==> config.mk <==
export PLATFORM = sky130hd
export DESIGN_NAME = rf_wport_arbiter
export DESIGN_NICKNAME = d
export VERILOG_FILES = /design/src/rtl/rf_wport_arbiter_pkg.sv /design/src/rtl/rf_wport_holdbuf.sv /design/src/rtl/rf_wport_arbiter.sv
export SDC_FILE = /design/constraint.sdc
export NUM_CORES = 1
export LEC_CHECK = 0
export ABC_AREA = 1
export CORE_UTILIZATION = 45
export CTS_CLUSTER_SIZE = 14
export DETAILED_ROUTE_END_ITERATION = 16
export HOLD_SLACK_MARGIN = 0.12
export PLACE_DENSITY = 0.71
export SYNTH_ARGS = -nofsm -noshare
export SYNTH_HDL_FRONTEND = slang
export SYNTH_SLANG_ARGS = --single-unit
==> constraint.sdc <==
create_clock -name clk -period 5.55 [get_ports clk]
set_input_delay 1.11 -clock clk [delete_from_list [all_inputs] [get_ports clk]]
set_output_delay 1.11 -clock clk [all_outputs]
set_load 0.01 [all_outputs]
==> src/rtl/rf_wport_arbiter_pkg.sv <==
// Shared definitions for the register-file write-port arbiter: default sizes
// and the port-select encoding used by the arbitration logic.
package rf_wport_arbiter_pkg;

  localparam int WIDTH_DEF      = 32;
  localparam int DEPTH_BITS_DEF = 5;

  typedef enum logic {
    PORT_A = 1'b0,
    PORT_B = 1'b1
  } port_sel_e;

endpackage

==> src/rtl/rf_wport_holdbuf.sv <==
// One-entry hold buffer for a register-file write request. It accepts a new
// request while empty or while its current entry is being granted away.
module rf_wport_holdbuf
  import rf_wport_arbiter_pkg::*;
#(
  parameter int WIDTH      = WIDTH_DEF,
  parameter int DEPTH_BITS = DEPTH_BITS_DEF
) (
  input  logic                  clk,
  input  logic                  rst,
  input  logic                  valid,
  input  logic [DEPTH_BITS-1:0] addr,
  input  logic [WIDTH-1:0]      data,
  input  logic                  grant,
  input  logic                  flush,
  output logic                  ready,
  output logic                  held,
  output logic [DEPTH_BITS-1:0] held_addr,
  output logic [WIDTH-1:0]      held_data
);

  logic capture;

  assign ready   = !flush && (!held || grant);
  // Writes to register 0 are handshaken normally but never stored.
  assign capture = valid && ready && (addr != '0);

  // NOTE: sequential state uses non-blocking assignments so every flop
  // samples pre-edge values, independent of block evaluation order.
  always_ff @(posedge clk or posedge rst) begin
    if (rst) begin
      held      <= 1'b0;
      held_addr <= '0;
      held_data <= '0;
    end else if (capture) begin
      held      <= 1'b1;
      held_addr <= addr;
      held_data <= data;
    end else if (grant || flush) begin
      held      <= 1'b0;
    end
  end

endmodule

==> src/rtl/rf_wport_arbiter.sv <==
// Two-port register-file write arbiter: per-port hold buffers, round-robin
// grant with same-address ordering, a registered write port and a busy map.
module rf_wport_arbiter
  import rf_wport_arbiter_pkg::*;
#(
  parameter int WIDTH      = WIDTH_DEF,
  parameter int DEPTH_BITS = DEPTH_BITS_DEF
) (
  input  logic                       clk,
  input  logic                       rst,
  input  logic                       a_valid,
  output logic                       a_ready,
  input  logic [DEPTH_BITS-1:0]      a_addr,
  input  logic [WIDTH-1:0]           a_data,
  input  logic                       b_valid,
  output logic                       b_ready,
  input  logic [DEPTH_BITS-1:0]      b_addr,
  input  logic [WIDTH-1:0]           b_data,
  input  logic                       a_flush,
  output logic                       WrEn,
  output logic [DEPTH_BITS-1:0]      WrAddress,
  output logic [WIDTH-1:0]           WrData,
  output logic [(1<<DEPTH_BITS)-1:0] busy
);

  logic                  held_a, held_b;
  logic [DEPTH_BITS-1:0] haddr_a, haddr_b;
  logic [WIDTH-1:0]      hdata_a, hdata_b;
  logic                  req_a, req_b;
  logic                  grant_a, grant_b;
  logic                  b_won_prev;
  port_sel_e             last_grant;

  rf_wport_holdbuf #(.WIDTH(WIDTH), .DEPTH_BITS(DEPTH_BITS)) u_buf_a (
    .clk       (clk),
    .rst       (rst),
    .valid     (a_valid),
    .addr      (a_addr),
    .data      (a_data),
    .grant     (grant_a),
    .flush     (a_flush),
    .ready     (a_ready),
    .held      (held_a),
    .held_addr (haddr_a),
    .held_data (hdata_a)
  );

  rf_wport_holdbuf #(.WIDTH(WIDTH), .DEPTH_BITS(DEPTH_BITS)) u_buf_b (
    .clk       (clk),
    .rst       (rst),
    .valid     (b_valid),
    .addr      (b_addr),
    .data      (b_data),
    .grant     (grant_b),
    .flush     (1'b0),
    .ready     (b_ready),
    .held      (held_b),
    .held_addr (haddr_b),
    .held_data (hdata_b)
  );

  assign req_a = held_a && !a_flush;
  assign req_b = held_b;

  // On an address tie B goes first so A's value lands last; if B already won
  // the previous cycle, A is served now so it never waits more than one cycle.
  // NOTE: every output of this block gets a default first, so no path through
  // the if/else leaves a value unassigned and no latch is inferred.
  always_comb begin
    grant_a = 1'b0;
    grant_b = 1'b0;
    if (req_a && req_b) begin
      if (haddr_a == haddr_b) begin
        grant_a = b_won_prev;
        grant_b = !b_won_prev;
      end else if (last_grant == PORT_B) begin
        grant_a = 1'b1;
      end else begin
        grant_b = 1'b1;
      end
    end else begin
      grant_a = req_a;
      grant_b = req_b;
    end
  end

  always_ff @(posedge clk or posedge rst) begin
    if (rst) begin
      WrEn       <= 1'b0;
      WrAddress  <= '0;
      WrData     <= '0;
      last_grant <= PORT_B;
      b_won_prev <= 1'b0;
    end else begin
      WrEn       <= grant_a || grant_b;
      b_won_prev <= grant_b;
      if (grant_b) begin
        WrAddress  <= haddr_b;
        WrData     <= hdata_b;
        last_grant <= PORT_B;
      end else if (grant_a) begin
        WrAddress  <= haddr_a;
        WrData     <= hdata_a;
        last_grant <= PORT_A;
      end
    end
  end

  always_comb begin
    busy = '0;
    if (held_a) busy[haddr_a]   = 1'b1;
    if (held_b) busy[haddr_b]   = 1'b1;
    if (WrEn)   busy[WrAddress] = 1'b1;
    busy[0] = 1'b0;
  end

endmodule

==> run_results.csv <==
group,metric,value,unit
status,status,"complete, no violations",
grt,grt.total_usage,25.4,%
final_layout,drive_gt1_share,5.83,%
final_layout,multi_input_area,0.00235,mm2
drt,wl_met3,1170,um
timing,fin_crit_sh,74.1,%
grt,grt_overflow,0,
synth,yosys.area.top_type,"dfrtp_1",
clock_network,cts-root-buf,"clkbuf_16",
timing,setup_tns,0,ns
timing,rsz0062_at_grt,"false",
die,core,0.0127,mm2
worst_setup_path,critPathMaxFanout,44,
final_layout,stdcell_count,1098,
drt,drtAntennaViolNets,0,
pwr,power.total,2.75,mW
worst_setup_path,path_class,"input pin to primary output",
drt,routed_wl,16200,um
drt,first_pass_iters,6,
drt,wl_met2,7830,um
placed_design,post-dp-hpwl,11000,um
drt,vias,5622,
synth,synth-seq-area-share,49.0,%
synth,synth_top_area_share,48.6,%
worst_setup_path,critical-path-top-delay-family,"buffers and inverters",
grt,grt_max_degree,80,
final_layout,antenna_cells,0,
final_layout,nFillCells,1101,
worst_setup_path,start_kind,"input pin",
placed_design,place_inst,1067,
die,rows,41,
clock_network,cts.sinks,116,
clock_network,cts_buffers,17,
timing,setup_viol,0,
timing,tightest_slew,1.28,ns
final_layout,area_growth,34.8,%
die,die_width,117,um
worst_setup_path,crit_top_cell,"clkdlybuf4s50_1",
final_layout,final_cell_mix,"nand2_1 (277), clkdlybuf4s50_1 (149), dfrtp_1 (115)",
min_path,min_delay_path_depth,2,
clock_network,cts_tree,"yes",
min_path,hold_path_class,"register to register",
final_layout,regArea,0.00290,mm2
clock_network,postCtsSetupBuffers,0,
pwr,ir_worst_vdd,0.182,mV
worst_setup_path,crit_arrival,3.00,ns
clock_network,insertion_delay,0.41,ns
grt,grt_pass1_vias,5450,
worst_setup_path,crit_chain,"clkdlybuf4s50_1 -> nor2_4 -> buf_4 -> inv_2 -> nor2_1 -> nand3_2 -> clkdlybuf4s50_1",
placed_design,place_congestion,0.880,
drt,initialDrtViolationCount,558,
die,initial_core_util,46.6,%
clock_network,clk_pin_slew_worst_paths,0.05,ns
drt,drc_errors,0,
timing,worst_clock_skew,0.0104,ns
drt,wl_met1,6990,um
clock_network,cts_resized,0,
synth,netlist_top_cells_area,"dfrtp_1 (49%), nand2_1 (18%), inv_1 (6.5%)",
grt,grt_pass1_wl,26200,um
die,io_pins,151,
synth,synth_cell_types,28,
worst_setup_path,worstPathBufferInverterCount,4,
flow_run,maxCapViolCount,0,
pwr,p_per_area,344,mW/mm2
placed_design,io_buffers,149,
pwr,p_leak,3.81,nW
die,die_y,117,um
synth,ys_seq_elements,116,
synth,synth_nets,861,
worst_setup_path,cpPeakStageDelay,0.51,ns
grt,antenna_found_initial,0,
drt,top_layer,"met4",
synth,yosys_warnings,0,
worst_setup_path,r2r.worst_path.cells,10,
final_layout,layout_commonest_cell,"nand2_1",
synth,syn_area_per_cell,7.58,um2
die,dieArea,0.0136,mm2
worst_setup_path,end_kind,"primary output",
clock_network,cts_max_path_buffers,2,
worst_setup_path,crit_required,4.44,ns
timing,relSlewSlack,14.6,%
final_layout,final_nets,993,
drt,wire_per_inst,14.8,um
synth,synth_area,0.00592,mm2
timing,finalHoldViolations,0,
worst_setup_path,cpMaxStageDelayCell,"clkdlybuf4s50_1",
clock_network,htree_levels,4,
timing,drv_slew,0,
clock_network,hold_buffers,0,
timing,period_needed,4.11,ns
drt,via_per_inst,5.12,
timing,max_freq,243,MHz
synth,synth_cells,782,
worst_setup_path,cp_num_cells,7,
-- routing by layer --
layer  track usage [%]  vias up
met5                 0        -
met4              9.37        0
met3              6.07       20
met2              42.3      238
met1              32.2     2592
li1                  -     2772
-- worst register-to-register path: cells and delay by family, from the launching register on --
family / cells / cell delay (ns)
AND/OR/NAND/NOR: 9 / 2.15
flip-flops: 1 / 0.52
buffers and inverters: 1 / 0.17
-- logic make-up after synthesis --
family	after synthesis	share of synthesized area, %
other	1	0.0633
xor gates and xnor gates	1	0.148
DFF	116	49.0
and+or+nand+nor	423	31.3
AOI/OAI and AO/OA	90	8.17
buffers and inverters	151	11.3
-- power by group --
group	total, mW	leakage [nW]	switching (mW)	internal [mW]
Clock	1.03	0.291	0.366	0.667
Combinational	0.626	2.13	0.337	0.289
Sequential	1.09	1.39	0.105	0.984
Total	2.75	3.81	0.808	1.94
-- registers in the layout, summed over array words and instances, names as in the netlist --
signal	flops
u_buf_b.held	1
u_buf_b.held_data	32
WrAddress	5
u_buf_a.held_addr	5
b_won_prev	1
u_buf_b.held_addr	5
last_grant	1
WrEn	1
WrData	32
u_buf_a.held	1
u_buf_a.held_data	32
-- path summary, 6_finish.rpt --
check,end,slack [ns],from
max in group asynchronous,last_grant,3.20,rst
max reg2reg,u_buf_a.held_data[18],2.65,u_buf_a.held_addr[3]
min in group asynchronous,WrData[9],1.25,rst
min,u_buf_a.held_data[20],0.47,u_buf_a.held_data[20]
max,b_ready,1.44,a_flush
min reg2reg,u_buf_a.held_data[20],0.47,u_buf_a.held_data[20]
-- synthesized netlist by cell type (all sizes together) --
master	n
nand2	278
dfrtp	115
inv	110
o21ai	77
nand3	65
nand4	38
nor3	34
buf	30
clkbuf	11
o221ai	8
nor2	7
a21oi	4
conb	1
dfstp	1
o41ai	1
or2	1
xnor2	1
-- stage by stage --
stage	utilization (%)	area [um2]	hold WS (ns)	setup slack (ns)
after floorplan	-	5920	0.442	1.37
after global placement	58.3	7410	0.454	1.43
after detailed placement	58.3	7410	0.459	1.42
after CTS	62.8	7990	0.472	1.43
after global routing	62.8	7990	0.494	1.30
final	62.8	7990	0.472	1.44
-- cell type report --
type | count | area share, %
well taps | 172 | 2.69
repair buffers | 154 | 19.1
flip-flops and latches | 116 | 36.4
multi-input cells | 515 | 29.4
inverters | 110 | 5.20
clock inverters | 9 | 0.971
clock buffers | 22 | 6.19
No activity file was read; power rests on OpenSTA's default activity.
